==> src/rtl/mp_add_sequencer_if.sv <==
// Command and shared-adder signal bundle for mp_add_sequencer.
// slave = sequencer, master = command requester, adder = the external 16-bit adder.
interface mp_add_sequencer_if #(
    parameter int W     = 16,
    parameter int WORDS = 4
);
    logic                 start;
    logic [W*WORDS-1:0]   a;
    logic [W*WORDS-1:0]   b;
    logic                 cin;
    logic                 busy;
    logic                 done;
    logic [W*WORDS-1:0]   sum;
    logic                 cout;
    logic                 ovf;
    logic [W-1:0]         add_a;
    logic [W-1:0]         add_b;
    logic                 add_cin;
    logic [W-1:0]         add_sum;
    logic                 add_cout;

    modport slave (
        input  start, a, b, cin, add_sum, add_cout,
        output busy, done, sum, cout, ovf, add_a, add_b, add_cin
    );

    modport master (
        output start, a, b, cin,
        input  busy, done, sum, cout, ovf
    );

    modport adder (
        input  add_a, add_b, add_cin,
        output add_sum, add_cout
    );
endinterface

==> src/rtl/mp_add_sequencer.sv <==
// Multi-precision adder sequencer: drives one shared W-bit adder over WORDS limbs, LSB first.
// Optional signed-overflow flag built only when MP_ADD_OVF_EN is defined.
module mp_add_sequencer #(
    parameter int W     = 16,
    parameter int WORDS = 4
) (
    input  logic               clk,
    input  logic               rst,
    mp_add_sequencer_if.slave  bus
);
    localparam int N  = W * WORDS;
    localparam int IW = (WORDS > 1) ? $clog2(WORDS) : 1;
    localparam logic [IW-1:0] LAST_IDX = IW'(WORDS - 1);

    typedef enum logic [0:0] {
        IDLE = 1'b0,
        RUN  = 1'b1
    } state_e;

    state_e          state_q, state_d;
    logic [IW-1:0]   idx_q,   idx_d;
    logic            carry_q, carry_d;
    logic [N-1:0]    a_q,     a_d;
    logic [N-1:0]    b_q,     b_d;
    logic            cin_q,   cin_d;
    logic [N-1:0]    sum_q,   sum_d;
    logic            cout_q,  cout_d;
    logic            busy_q,  busy_d;
    logic            done_q,  done_d;

    logic [W-1:0]    limb_a_s;
    logic [W-1:0]    limb_b_s;
    logic            limb_cin_s;

    // Constant-index limb mux keeps the select free of variable part-selects.
    function automatic logic [W-1:0] limb_of(input logic [N-1:0] vec, input logic [IW-1:0] idx);
        logic [W-1:0] res;
        res = {W{1'b0}};
        for (int i = 0; i < WORDS; i++) begin
            if (idx == IW'(i)) begin
                res = vec[i*W +: W];
            end else begin
                res = res;
            end
        end
        return res;
    endfunction

    // Adder drive: current limb while running, quiet zeros when idle.
    always_comb begin
        limb_a_s   = {W{1'b0}};
        limb_b_s   = {W{1'b0}};
        limb_cin_s = 1'b0;
        if (state_q == RUN) begin
            limb_a_s   = limb_of(a_q, idx_q);
            limb_b_s   = limb_of(b_q, idx_q);
            limb_cin_s = (idx_q == {IW{1'b0}}) ? cin_q : carry_q;
        end else begin
            limb_a_s   = {W{1'b0}};
            limb_b_s   = {W{1'b0}};
            limb_cin_s = 1'b0;
        end
    end

    assign bus.add_a   = limb_a_s;
    assign bus.add_b   = limb_b_s;
    assign bus.add_cin = limb_cin_s;

    // Next-state and datapath update for the IDLE/RUN sequencer.
    always_comb begin
        state_d = state_q;
        idx_d   = idx_q;
        carry_d = carry_q;
        a_d     = a_q;
        b_d     = b_q;
        cin_d   = cin_q;
        sum_d   = sum_q;
        cout_d  = cout_q;
        busy_d  = busy_q;
        done_d  = 1'b0;
        case (state_q)
            IDLE: begin
                if (bus.start) begin
                    state_d = RUN;
                    a_d     = bus.a;
                    b_d     = bus.b;
                    cin_d   = bus.cin;
                    idx_d   = {IW{1'b0}};
                    busy_d  = 1'b1;
                end else begin
                    state_d = IDLE;
                end
            end
            RUN: begin
                for (int i = 0; i < WORDS; i++) begin
                    if (idx_q == IW'(i)) begin
                        sum_d[i*W +: W] = bus.add_sum;
                    end else begin
                        sum_d[i*W +: W] = sum_q[i*W +: W];
                    end
                end
                carry_d = bus.add_cout;
                if (idx_q == LAST_IDX) begin
                    cout_d  = bus.add_cout;
                    busy_d  = 1'b0;
                    done_d  = 1'b1;
                    idx_d   = {IW{1'b0}};
                    state_d = IDLE;
                end else begin
                    idx_d   = idx_q + {{(IW-1){1'b0}}, 1'b1};
                    state_d = RUN;
                end
            end
            default: begin
                state_d = IDLE;
                idx_d   = {IW{1'b0}};
                busy_d  = 1'b0;
            end
        endcase
    end

    // State and result registers with synchronous reset.
    always_ff @(posedge clk) begin
        if (rst) begin
            state_q <= IDLE;
            idx_q   <= {IW{1'b0}};
            carry_q <= 1'b0;
            a_q     <= {N{1'b0}};
            b_q     <= {N{1'b0}};
            cin_q   <= 1'b0;
            sum_q   <= {N{1'b0}};
            cout_q  <= 1'b0;
            busy_q  <= 1'b0;
            done_q  <= 1'b0;
        end else begin
            state_q <= state_d;
            idx_q   <= idx_d;
            carry_q <= carry_d;
            a_q     <= a_d;
            b_q     <= b_d;
            cin_q   <= cin_d;
            sum_q   <= sum_d;
            cout_q  <= cout_d;
            busy_q  <= busy_d;
            done_q  <= done_d;
        end
    end

    assign bus.sum  = sum_q;
    assign bus.cout = cout_q;
    assign bus.busy = busy_q;
    assign bus.done = done_q;

`ifdef MP_ADD_OVF_EN
    logic ovf_q, ovf_d;

    // Signed overflow: like-signed operands whose final top-limb sum flips sign.
    always_comb begin
        ovf_d = ovf_q;
        if ((state_q == RUN) && (idx_q == LAST_IDX)) begin
            ovf_d = (a_q[N-1] == b_q[N-1]) && (bus.add_sum[W-1] != a_q[N-1]);
        end else begin
            ovf_d = ovf_q;
        end
    end

    // Overflow flag register, held until the next final limb.
    always_ff @(posedge clk) begin
        if (rst) begin
            ovf_q <= 1'b0;
        end else begin
            ovf_q <= ovf_d;
        end
    end

    assign bus.ovf = ovf_q;
`else
    assign bus.ovf = 1'b0;
`endif

endmodule

==> src/flat_wrapper.sv <==
// flat-port wrapper written by rule: the top's interface ports become plain ports
module mp_add_sequencer_flat 
#(
    parameter int W     = 16,
    parameter int WORDS = 4
)
  (clk, rst, bus_start, bus_a, bus_b, bus_cin, bus_add_sum, bus_add_cout, bus_busy, bus_done, bus_sum, bus_cout, bus_ovf, bus_add_a, bus_add_b, bus_add_cin);
  mp_add_sequencer_if #(.W(W), .WORDS(WORDS)) bus_i ();
  input  logic clk;
  input  logic rst;
  input wire logic [$bits(bus_i.start)-1:0] bus_start;
  input wire logic [$bits(bus_i.a)-1:0] bus_a;
  input wire logic [$bits(bus_i.b)-1:0] bus_b;
  input wire logic [$bits(bus_i.cin)-1:0] bus_cin;
  input wire logic [$bits(bus_i.add_sum)-1:0] bus_add_sum;
  input wire logic [$bits(bus_i.add_cout)-1:0] bus_add_cout;
  output wire logic [$bits(bus_i.busy)-1:0] bus_busy;
  output wire logic [$bits(bus_i.done)-1:0] bus_done;
  output wire logic [$bits(bus_i.sum)-1:0] bus_sum;
  output wire logic [$bits(bus_i.cout)-1:0] bus_cout;
  output wire logic [$bits(bus_i.ovf)-1:0] bus_ovf;
  output wire logic [$bits(bus_i.add_a)-1:0] bus_add_a;
  output wire logic [$bits(bus_i.add_b)-1:0] bus_add_b;
  output wire logic [$bits(bus_i.add_cin)-1:0] bus_add_cin;
  assign bus_i.start = bus_start;
  assign bus_i.a = bus_a;
  assign bus_i.b = bus_b;
  assign bus_i.cin = bus_cin;
  assign bus_i.add_sum = bus_add_sum;
  assign bus_i.add_cout = bus_add_cout;
  assign bus_busy = bus_i.busy;
  assign bus_done = bus_i.done;
  assign bus_sum = bus_i.sum;
  assign bus_cout = bus_i.cout;
  assign bus_ovf = bus_i.ovf;
  assign bus_add_a = bus_i.add_a;
  assign bus_add_b = bus_i.add_b;
  assign bus_add_cin = bus_i.add_cin;
  mp_add_sequencer #(.W(W), .WORDS(WORDS)) u_core (.clk(clk), .rst(rst), .bus(bus_i));
endmodule
==> config.mk <==
export PLATFORM = sky130hd
export DESIGN_NAME = mp_add_sequencer_flat
export DESIGN_NICKNAME = d
export VERILOG_FILES = /design/src/rtl/mp_add_sequencer_if.sv /design/src/rtl/mp_add_sequencer.sv /design/src/flat_wrapper.sv
export SDC_FILE = /design/constraint.sdc
export NUM_CORES = 1
export LEC_CHECK = 0
export CORE_AREA = 4 4 147 149
export DETAILED_ROUTE_END_ITERATION = 7
export DIE_AREA = 0 0 151 153
export GPL_ROUTABILITY_DRIVEN = 0
export PLACE_DENSITY = 0.73
export SLEW_MARGIN = 20
export SYNTH_ARGS = -nofsm -noshare
export SYNTH_HDL_FRONTEND = slang
export SYNTH_SLANG_ARGS = --single-unit
==> constraint.sdc <==
create_clock -name clk -period 2 [get_ports clk]
set_clock_uncertainty 0.05 [all_clocks]
set_input_delay 0.3 -clock clk [delete_from_list [all_inputs] [get_ports clk]]
set_output_delay 0.3 -clock clk [all_outputs]
set_load 0.05 [all_outputs]
==> results of run 1 <==
## worst max-delay path, delay by kind of cell, from the launching register on
| family | cells | cell delay, ns |
|---|---|---|
| AOI/OAI and AO/OA | 2 | 0.34 |
| adders and majority gates | 1 | 0.26 |
| buffers and inverters | 4 | 0.61 |
| DFF | 1 | 0.37 |
## Yosys cell counts
master      n
nand2b_1    1
a21oi_1   197
ha_1        4
nor3_1      1
buf_4      11
dfxtp_1   200
nand2_1   392
clkbuf_4    1
mux2i_1     2
buf_1       1
and2_1      4
clkbuf_2    3
nor3b_1     2
buf_6      12
nand3_1    32
buf_8       1
inv_1       2
nor2b_1    34
nor2_1      5
a221oi_1   32
conb_1      1
nand2b_4    1
buf_2      26
nor2b_4     1
o31ai_1    32
clkbuf_1   36
## final cells by class
type,count,area [um2],share of cell area [%]
clock inverter,13,185,1.45
multi-input combinational,741,4540,35.7
tap,270,338,2.65
timing repair buffer,292,3190,25.1
clock buffer,19,453,3.56
sequential,200,4010,31.5
inverter,2,10.0,0.0786
## cell families after synthesis
group | after synthesis
adders and majority gates | 4
muxes | 2
and+or+nand+nor | 473
DFF | 200
buffers and inverters | 93
AOI/OAI and AO/OA | 261
other | 1
## power by group
part	internal [W]	total (W)	switching, W
clock	0.00208	0.00369	0.00161
sequential	0.00418	0.00432	0.000149
combinational	0.000794	0.00176	0.000965
## through the flow
stage / TNS, ns / worst slack, ns
2_1_floorplan: -0.0678 / -0.0456
3_3_place_gp: -0.0912 / -0.0384
3_5_place_dp: -0.895 / -0.0858
4_1_cts: -11.37 / -0.386
5_1_grt: -13.16 / -0.449
6_report: -11.08 / -0.377
## repair_timing
item	4_1_cts	5_1_grt
endpoints found under the setup margin	49	62
hold buffers	0	0
setup buffers	4	1
resized for setup	75	27
pin swaps	17	13
cloned	3	2
## routing by layer
metal	wire, um	vias to the layer above	GRT usage [%]
li1	-	3897	-
met4	595	8	7.47
met2	12400	271	35.0
met3	2000	46	5.83
met1	11300	3736	29.9
met5	46	-	0
## state kept, by name (all words and copies together), names as in the netlist, 2 cells and up
signal,flops
u_core.idx_q,2
u_core.b_q,64
u_core.a_q,64
u_core.bus.sum,64
## worst max-delay path by stage
stage	from	to	slack [ns]	cells after the start
after floorplan	u_core.idx_q[1]$_SDFFE_PP0P_	bus_add_a[10]	-0.05	8
after global placement	u_core.idx_q[0]$_SDFFE_PP0P_	bus_add_b[15]	-0.04	8
after detailed placement	u_core.idx_q[0]$_SDFFE_PP0P_	bus_add_a[15]	-0.09	7
after CTS	u_core.idx_q[0]$_SDFFE_PP0P_	bus_add_b[1]	-0.39	7
after global routing	u_core.idx_q[0]$_SDFFE_PP0P_	bus_add_a[5]	-0.45	8
final	u_core.idx_q[0]$_SDFFE_PP0P_	bus_add_a[15]	-0.38	7
## cell usage in the layout (no fill, tap or decap), types with 2 or more instances in the layout
| cell | n |
|---|---|
| dlymetal6s2s_1 | 13 |
| dfxtp_2 | 2 |
| buf_4 | 20 |
| nor2b_1 | 30 |
| and2_1 | 2 |
| clkinvlp_4 | 2 |
| clkbuf_8 | 2 |
| a221oi_2 | 6 |
| nor2b_4 | 4 |
| a221oi_4 | 26 |
| buf_16 | 2 |
| nand3_1 | 32 |
| nand2b_4 | 2 |
| buf_6 | 37 |
| nor3b_1 | 2 |
| ha_4 | 4 |
| nand2_1 | 392 |
| a21oi_1 | 197 |
| and2_2 | 2 |
| clkdlybuf4s50_1 | 200 |
| mux2i_1 | 2 |
| clkinv_4 | 3 |
| bufinv_16 | 3 |
| clkbuf_16 | 19 |
| inv_6 | 3 |
| nor2_1 | 5 |
| dfxtp_1 | 197 |
| o31ai_4 | 32 |
| buf_12 | 17 |
==> results.yml, run 1 <==
status:
  outcome: "finished, violations left"
  violations: "negative setup slack"
cells_and_area:
  drive_above_1_share_pct: 15.2
  final.fill_count: 1688
  diodes: 0
  syn2layout_area_growth_pct: 58.0
  fin_cells: 1537
  fin_area_um2: 12700
  nNetsFinal: 1407
  final_util_pct: 63.1
sta:
  tightest_slew_ns: 0.675
  maxSlewViolCount: 0
  finalHoldViolCount: 0
  setup_ws_ns: -0.377
  setup_viol_count_final: 32
  max-slew-margin-rel_pct: 55.0
  final.period_utilization_pct: 119
  fmax_mhz: 421
  whs_ns: 0.179
  period_needed_ns: 2.38
  rsz0062_at_grt: "true"
critical_path:
  crit_chain: "inv_4 -> buf_4 -> ha_4 -> buf_16 -> a221oi_2 -> o31ai_4 -> buf_6"
  reg2reg_to: "u_core.bus.sum[36]$_SDFFE_PP0P_"
  required_ns: 1.65
  r2r_cells: 7
  reg2reg_from: "u_core.idx_q[0]$_SDFFE_PP0P_"
  slowest_stage: "dfxtp_4"
  cp_max_fo: 17
  r2r_slack_ns: 0.15
  start_kind: "register"
  cp_slowest_stage_delay_ns: 0.37
  crit_type: "register to primary output"
  worstPathArrival_ns: 2.03
  cp-end-kind: "primary output"
floorplan:
  boundaryPins: 250
  rows: 52
  start_util_pct: 40.0
  fp.dieH_um: 153
  die_area_um2: 23100
  die_w_um: 151
  fp.coreArea_um2: 20200
worst_hold_path:
  hold_path.class: "primary input to register"
  hold_start: "rst"
  whs_path_depth: 2
  min_to: "u_core.carry_q$_SDFFE_PP0P_"
yosys:
  ys_warn_count: 0
  ys_types: 26
  syn_avg_cell_area_um2: 7.79
  yosys.area.top_type: "dfxtp_1"
  synth_nets: 1187
  synth_xor_xnor_area_share_pct: 0
  synthAdderAreaFrac_pct: 0.621
  syn_inst: 1034
  ys_top_cells_by_area: "dfxtp_1 50%, nand2_1 18%, a21oi_1 12%"
  synth_compound_area_share_pct: 18.7
  ys_ff_latch: 200
  ys_seq_area_share_pct: 49.7
  yosys.area.top_type_share_pct: 49.7
  synthSimpleGateAreaFrac_pct: 24.1
  netlist_area_um2: 8060
  synth_top_family_by_area: "simple AND/OR/NAND/NOR gates"
  synth_mux_area_share_pct: 0.248
detailed_routing:
  viasPerCell: 5.18
  dr.pass1.iters: 5
  drt_iter0_drc: 495
  drc: 0
  finalWirelength_mm: 26.4
  ant_nets: 0
  avgRoutedWirePerCell_um: 17.1
  vias: 7958
placement:
  place_area_um2: 11400
  dp_hpwl_mm: 17.8
  place_inst: 1502
  port_buffers: 248
power:
  cellLeakagePower_nw: 4.71
  irDropWorstVdd_uv: 625
  p_total_w: 0.00977
  p_per_area_nw_per_um2: 768
clock_tree:
  numCtsBuffers: 17
  clk_latency_ns: 0.43
  clockRootBuffer: "clkbuf_16"
  cts_tree: "yes"
  cts_htree_levels: 4
  cts.reportedPaths.clkPinSlew_ns: 0.07
  clock_path_buffers: 2
  cts.sinks: 200
global_routing:
  grt_max_degree: 71
  gr-total-overflow: 0
  antenna_found_initial: 4
  grt_pass1_vias: 7611
  grt_pass1_wl_mm: 41.1
  grt_usage_pct: 22.4
run:
  cap_violations: 0
Power figures use the tool's default switching activity.
==> run 2, diff against run 1 <==
Settings changed: CAP_MARGIN from default to 15, CORE_AREA 4 4 147 149 to 4 4 136 138, DIE_AREA 0 0 151 153 to 0 0 140 142, PLACE_DENSITY 0.73 to 0.83, SETUP_SLACK_MARGIN from default to 0.15.
==> run 2 against run 1 <==
Against the previous run:
- core utilization up 13 points
- largest cell class unchanged
- first-iteration DRC count grew 58%
- via count grew 7.2%
- sequential share of layout area fell by 0.69 points
- the run still ends with negative setup slack left
- hold slack improved by 0.042 ns
- critical path type unchanged
==> results.yml, run 2 (same netlist as run 1, synthesis figures left out) <==
clock_tree:
  cts_hold_buf: 0
  clk_latency_ns: 0.43
  cts_tree: "yes"
  cts.reportedPaths.clkPinSlew_ns: 0.07
  clockRootBuffer: "clkbuf_16"
  cts.sinks: 200
  cts_htree_levels: 4
  clock_path_buffers: 2
  numCtsBuffers: 17
floorplan:
  boundaryPins: 250
  start_util_pct: 46.9
  die_area_um2: 19900
  die_w_um: 140
  rows: 48
  fp.coreArea_um2: 17200
  fp.dieH_um: 142
cells_and_area:
  final_cell_mix: "392 x nand2_1, 197 x a21oi_1, 197 x dfxtp_1, 147 x clkdlybuf4s50_1, 67 x dlygate4sd2_1"
  drive_above_1_share_pct: 17.3
  fin_cells: 1517
  layout_commonest_cell: "nand2_1"
  nNetsFinal: 1430
  final.fill_count: 1146
  syn2layout_area_growth_pct: 61.5
critical_path:
  reg2reg_to: "u_core.bus.sum[38]$_SDFFE_PP0P_"
  r2r_cells: 9
  cp_slowest_stage_delay_ns: 0.36
  crit_type: "register to primary output"
  start_kind: "register"
  crit_chain: "inv_2 -> buf_6 -> ha_4 -> buf_12 -> buf_12 -> nor2b_1 -> o31ai_4 -> buf_6"
  critPathBufInv: 5
  worstPathArrival_ns: 2.07
  cp_max_fo: 8
  required_ns: 1.65
  r2r_slack_ns: 0.24
  slowest_stage: "dfxtp_4"
  critPathTopFamily: "buffers and inverters"
  cp-end-kind: "primary output"
  reg2reg_from: "u_core.idx_q[0]$_SDFFE_PP0P_"
detailed_routing:
  ant_nets: 0
  avgRoutedWirePerCell_um: 19.9
  drt_iter0_drc: 783
  wl_met2_mm: 14.6
  wl_met1_mm: 11.8
  routed-wl-met3_mm: 2.57
  vias: 8531
  dr.pass1.iters: 6
  highest_layer: "met4"
  finalWirelength_mm: 30.2
  viasPerCell: 5.62
  drc: 0
status:
  outcome: "finished, violations left"
  violations: "negative setup slack"
sta:
  period_needed_ns: 2.42
  final.period_utilization_pct: 121
  max-slew-margin-rel_pct: 54.7
  rsz0062_at_grt: "true"
  whs_ns: 0.221
  fmax_mhz: 412
  tightest_slew_ns: 0.679
  setup_viol_count_final: 32
  maxSlewViolCount: 0
  setup_ws_ns: -0.425
  finalHoldViolCount: 0
placement:
  place_inst: 1460
  port_buffers: 248
  dp_hpwl_mm: 19.0
  dp_slack_ns: -0.113
power:
  p_total_w: 0.00967
  irDropWorstVdd_uv: 711
  cellLeakagePower_nw: 4.96
  p_per_area_nw_per_um2: 743
worst_hold_path:
  whs_path_depth: 2
  hold_path.class: "primary input to register"
  min_to: "u_core.carry_q$_SDFFE_PP0P_"
  hold_start: "rst"
global_routing:
  grt_pass1_vias: 8318
  grt_max_degree: 56
  gr-total-overflow: 0
  grt_pass1_wl_mm: 45.6
  grt_usage_pct: 28.9
  antenna_found_initial: 2
run:
  cap_violations: 0
-- run 2: cell types whose count changed in the layout (fill, tap and decap cells not counted), moves of 3 or more --
cell             delta
dlygate4sd2_1      +67
clkdlybuf4s50_1    -53
dlymetal6s2s_1     -13
buf_6               +9
buf_16              +8
nor2b_1             -8
buf_12              +6
nor2b_4             +6
a221oi_2            -3
a221oi_4            +3
bufinv_16           -3
clkbuf_8            +3
-- run 2: per-stage QoR --
step                setup TNS, ns  instance area [um2]  utilization, %
floorplan                  -0.205                 8890               -
global placement           -0.180                11500            67.2
detailed placement          -1.53                11500            67.2
CTS                        -12.09                12900            75.2
global route               -14.14                13000            75.8
finish                     -12.48                13000            75.8
-- run 2: area by class of cell --
type | count | area [um2] | area share [%]
multi-input combinational | 742 | 4640 | 35.6
antenna | 2 | 5.00 | 0.0385
sequential | 200 | 4010 | 30.8
tap | 225 | 282 | 2.16
timing repair buffer | 314 | 3490 | 26.9
clock buffer | 22 | 494 | 3.80
inverter | 2 | 7.51 | 0.0577
clock inverter | 10 | 83.8 | 0.644
-- run 2: per-layer routing --
metal / track usage [%] / up-vias
met5: 0 / -
met4: 12.1 / 0
met3: 6.49 / 89
met2: 48.6 / 456
met1: 36.0 / 4044
li1: - / 3942
-- run 2: worst max-delay path by stage --
stage                                             from             to  slack [ns]  depth (start not counted)
after floorplan           u_core.idx_q[1]$_SDFFE_PP0P_  bus_add_a[10]       -0.02                          8
after global placement    u_core.idx_q[0]$_SDFFE_PP0P_  bus_add_a[14]       -0.03                          7
after detailed placement  u_core.idx_q[0]$_SDFFE_PP0P_  bus_add_a[14]       -0.11                          7
after CTS                 u_core.idx_q[0]$_SDFFE_PP0P_  bus_add_a[14]       -0.42                          8
after global routing      u_core.idx_q[0]$_SDFFE_PP0P_  bus_add_b[11]       -0.47                          8
final                     u_core.idx_q[0]$_SDFFE_PP0P_  bus_add_a[14]       -0.42                          8
-- run 2: where the power goes --
group	switching [W]	total [W]	leakage (nW)	internal, W
Clock	0.00159	0.00338	0.282	0.00179
Sequential	0.000174	0.00435	1.64	0.00418
Combinational	0.00106	0.00194	3.04	0.000881
-- run 2: worst register-to-register path: stages (launching register included) --
cell and delay, ns:
dfxtp_4 0.36, inv_2 0.08, buf_6 0.11, ha_4 0.18, buf_6 0.15, buf_16 0.15, buf_4 0.14, and2_4 0.26
nand2_1 0.09, a21oi_1 0.13
-- run 2: timing repair --
item,CTS,global route
cloned,8,2
setup buffers,13,0
endpoints found under the setup margin,116,36
pin swaps,35,17
gates resized for setup,184,8
==> run 3, diff against run 2 <==
Settings changed: CORE_AREA 4 4 136 138 to 4 4 132 134, DIE_AREA 0 0 140 142 to 0 0 136 138, PLACE_DENSITY 0.83 to 0.87.
Clock period 2 ns to 2.92 ns, I/O delays scaled along.
==> run 3 against run 2 <==
Against the previous run:
- sequential share of layout area is 3.9 points higher
- core utilization decreased by 4.8 points
- hold slack improved by 0.18 ns
- global-route usage down 2.5 points
- critical path depth is the same
- highest routed layer unchanged
- cell area decreased by 11%
- the run now ends clean
- sequential cell count is the same
- combinational power fell by 48%
- largest power group unchanged
- sequential power fell by 32%
- setup slack gained 0.66 ns
- cell count decreased by 3.6%
==> results.yml, run 3 (same netlist as run 1, synthesis figures left out) <==
detailed_routing:
  viasPerCell: 5.50
  drt_iter0_drc: 702
  finalWirelength_mm: 25.7
  dr.pass1.iters: 5
  drc: 0
  avgRoutedWirePerCell_um: 17.5
  ant_nets: 0
  vias: 8045
clock_tree:
  numCtsBuffers: 17
  clock_path_buffers: 2
  clk_latency_ns: 0.43
  cts_tree: "yes"
  cts_htree_levels: 4
  cts.sinks: 200
  clockRootBuffer: "clkbuf_16"
  cts.reportedPaths.clkPinSlew_ns: 0.08
floorplan:
  die_w_um: 136
  die_area_um2: 18800
  boundaryPins: 250
  start_util_pct: 49.5
  rows: 47
  fp.dieH_um: 138
  fp.coreArea_um2: 16300
global_routing:
  grt_pass1_wl_mm: 39.6
  antenna_found_initial: 1
  grt_max_degree: 131
  grt_pass1_vias: 7654
  gr-total-overflow: 0
  grt_usage_pct: 26.4
sta:
  fmax_mhz: 373
  tightest_slew_ns: 0.731
  setup_ws_ns: 0.239
  setup_viol_count_final: 0
  finalHoldViolCount: 0
  maxSlewViolCount: 0
  final.period_utilization_pct: 91.8
  whs_ns: 0.404
  max-slew-margin-rel_pct: 51.3
  finalSetupTns_ns: 0
  rsz0062_at_grt: "false"
  period_needed_ns: 2.68
critical_path:
  cp_max_fo: 16
  crit_type: "register to primary output"
  r2r_slack_ns: 0.84
  reg2reg_from: "u_core.idx_q[0]$_SDFFE_PP0P_"
  crit_chain: "inv_2 -> ha_2 -> nor2b_4 -> buf_4 -> clkbuf_16 -> a221oi_1 -> o31ai_2 -> clkbuf_16"
  critPathTopFamily: "buffers and inverters"
  r2r_cells: 6
  required_ns: 2.43
  start_kind: "register"
  cp_common_cell: "clkbuf_16"
  cp-end-kind: "primary output"
  worstPathArrival_ns: 2.19
  slowest_stage: "dfxtp_4"
  critPathBufInv: 4
  cp_slowest_stage_delay_ns: 0.38
  reg2reg_to: "u_core.bus.sum[46]$_SDFFE_PP0P_"
placement:
  place_inst: 1426
  port_buffers: 248
  dp_slack_ns: 0.350
  dp_hpwl_mm: 17.5
power:
  p_per_area_nw_per_um2: 541
  irDropWorstVdd_uv: 407
  cellLeakagePower_nw: 4.17
cells_and_area:
  nNetsFinal: 1381
  final.fill_count: 1255
  drive_above_1_share_pct: 10.4
  final_util_pct: 70.9
  syn2layout_area_growth_pct: 43.4
  fin_cells: 1462
  layout_commonest_cell: "nand2_1"
  final_cell_mix: "392 x nand2_1, 215 x clkdlybuf4s50_1, 197 x a21oi_1, 197 x dfxtp_1, 33 x nor2b_1"
worst_hold_path:
  min_to: "u_core.bus.sum[7]$_SDFFE_PP0P_"
  hold_path.class: "register to register"
  hold_start: "u_core.bus.sum[7]$_SDFFE_PP0P_"
  whs_path_depth: 2
status:
  outcome: "complete, no violations"
run:
  cap_violations: 0
run 3: cell types whose count changed in the layout (fill, tap and decap cells not counted), moves of 5 or more:
cell	before	now
clkbuf_8	5	0
o31ai_2	0	31
buf_6	46	1
dlygate4sd2_1	67	0
o31ai_4	32	0
buf_16	10	0
a221oi_4	29	0
nor2b_4	10	2
buf_12	23	29
a221oi_1	0	29
clkdlybuf4s50_1	147	215
nor2b_1	22	33
run 3: worst max-delay path by stage:
stage | startpoint | to | cells past startpoint
2_1_floorplan | u_core.idx_q[1]$_SDFFE_PP0P_ | bus_add_a[7] | 8
6_report | u_core.idx_q[1]$_SDFFE_PP0P_ | bus_add_b[5] | 8
3_3_place_gp | u_core.idx_q[0]$_SDFFE_PP0P_ | bus_add_b[0] | 6
3_5_place_dp | u_core.idx_q[0]$_SDFFE_PP0P_ | bus_add_b[0] | 6
4_1_cts | u_core.idx_q[0]$_SDFFE_PP0P_ | bus_add_a[7] | 7
5_1_grt | u_core.idx_q[1]$_SDFFE_PP0P_ | bus_add_b[5] | 8
run 3: stage by stage:
step / power [W] / area, um2
6_report: 0.00625 / 11600
5_1_grt: 0.00647 / 11600
4_1_cts: 0.00624 / 11500
3_5_place_dp: 0.00397 / 10800
3_3_place_gp: 0.00395 / 10800
2_1_floorplan: 0.00355 / 8190
run 3: area by class of cell:
cell class | count | area (um2) | share of cell area [%]
Inverter | 2 | 10.0 | 0.0866
Clock buffer | 17 | 425 | 3.68
Multi-Input combinational cell | 741 | 3740 | 32.4
Sequential cell | 200 | 4010 | 34.7
Clock inverter | 15 | 141 | 1.22
Antenna cell | 1 | 2.50 | 0.0217
Timing Repair Buffer | 266 | 2950 | 25.5
Tap cell | 220 | 275 | 2.38
run 3: worst register-to-register path, delay by kind of cell, from the launching register on:
kind | cells | cell delay, ns
DFF | 1 | 0.35
AOI/OAI and AO/OA | 1 | 0.17
and+or+nand+nor | 2 | 0.76
adders and majority gates | 1 | 0.37
buffers and inverters | 2 | 0.33
run 3: power by group:
group          total (W)  switching [W]  internal, W
registers        0.00295      0.0000864      0.00286
clock network    0.00229        0.00110      0.00120
logic            0.00101       0.000566     0.000444
run 3: repair_timing:
item / CTS / global route
hold buffers: 0 / 0
cloned: 0 / 1
hold endpoints to repair: 0 / 0
pin swaps: 10 / 5
setup endpoints to repair: 33 / 33
resized for setup: 7 / 16
setup buffers: 1 / 1
run 3: layer usage:
| layer | track usage [%] | vias to the layer above | share of wire [%] |
|---|---|---|---|
| li1 | - | 3832 | - |
| met3 | 6.43 | 65 | 9.6 |
| met1 | 34.4 | 3726 | 40 |
| met2 | 41.8 | 422 | 47 |
| met5 | 0 | - | 0 |
| met4 | 10.9 | 0 | 3.5 |
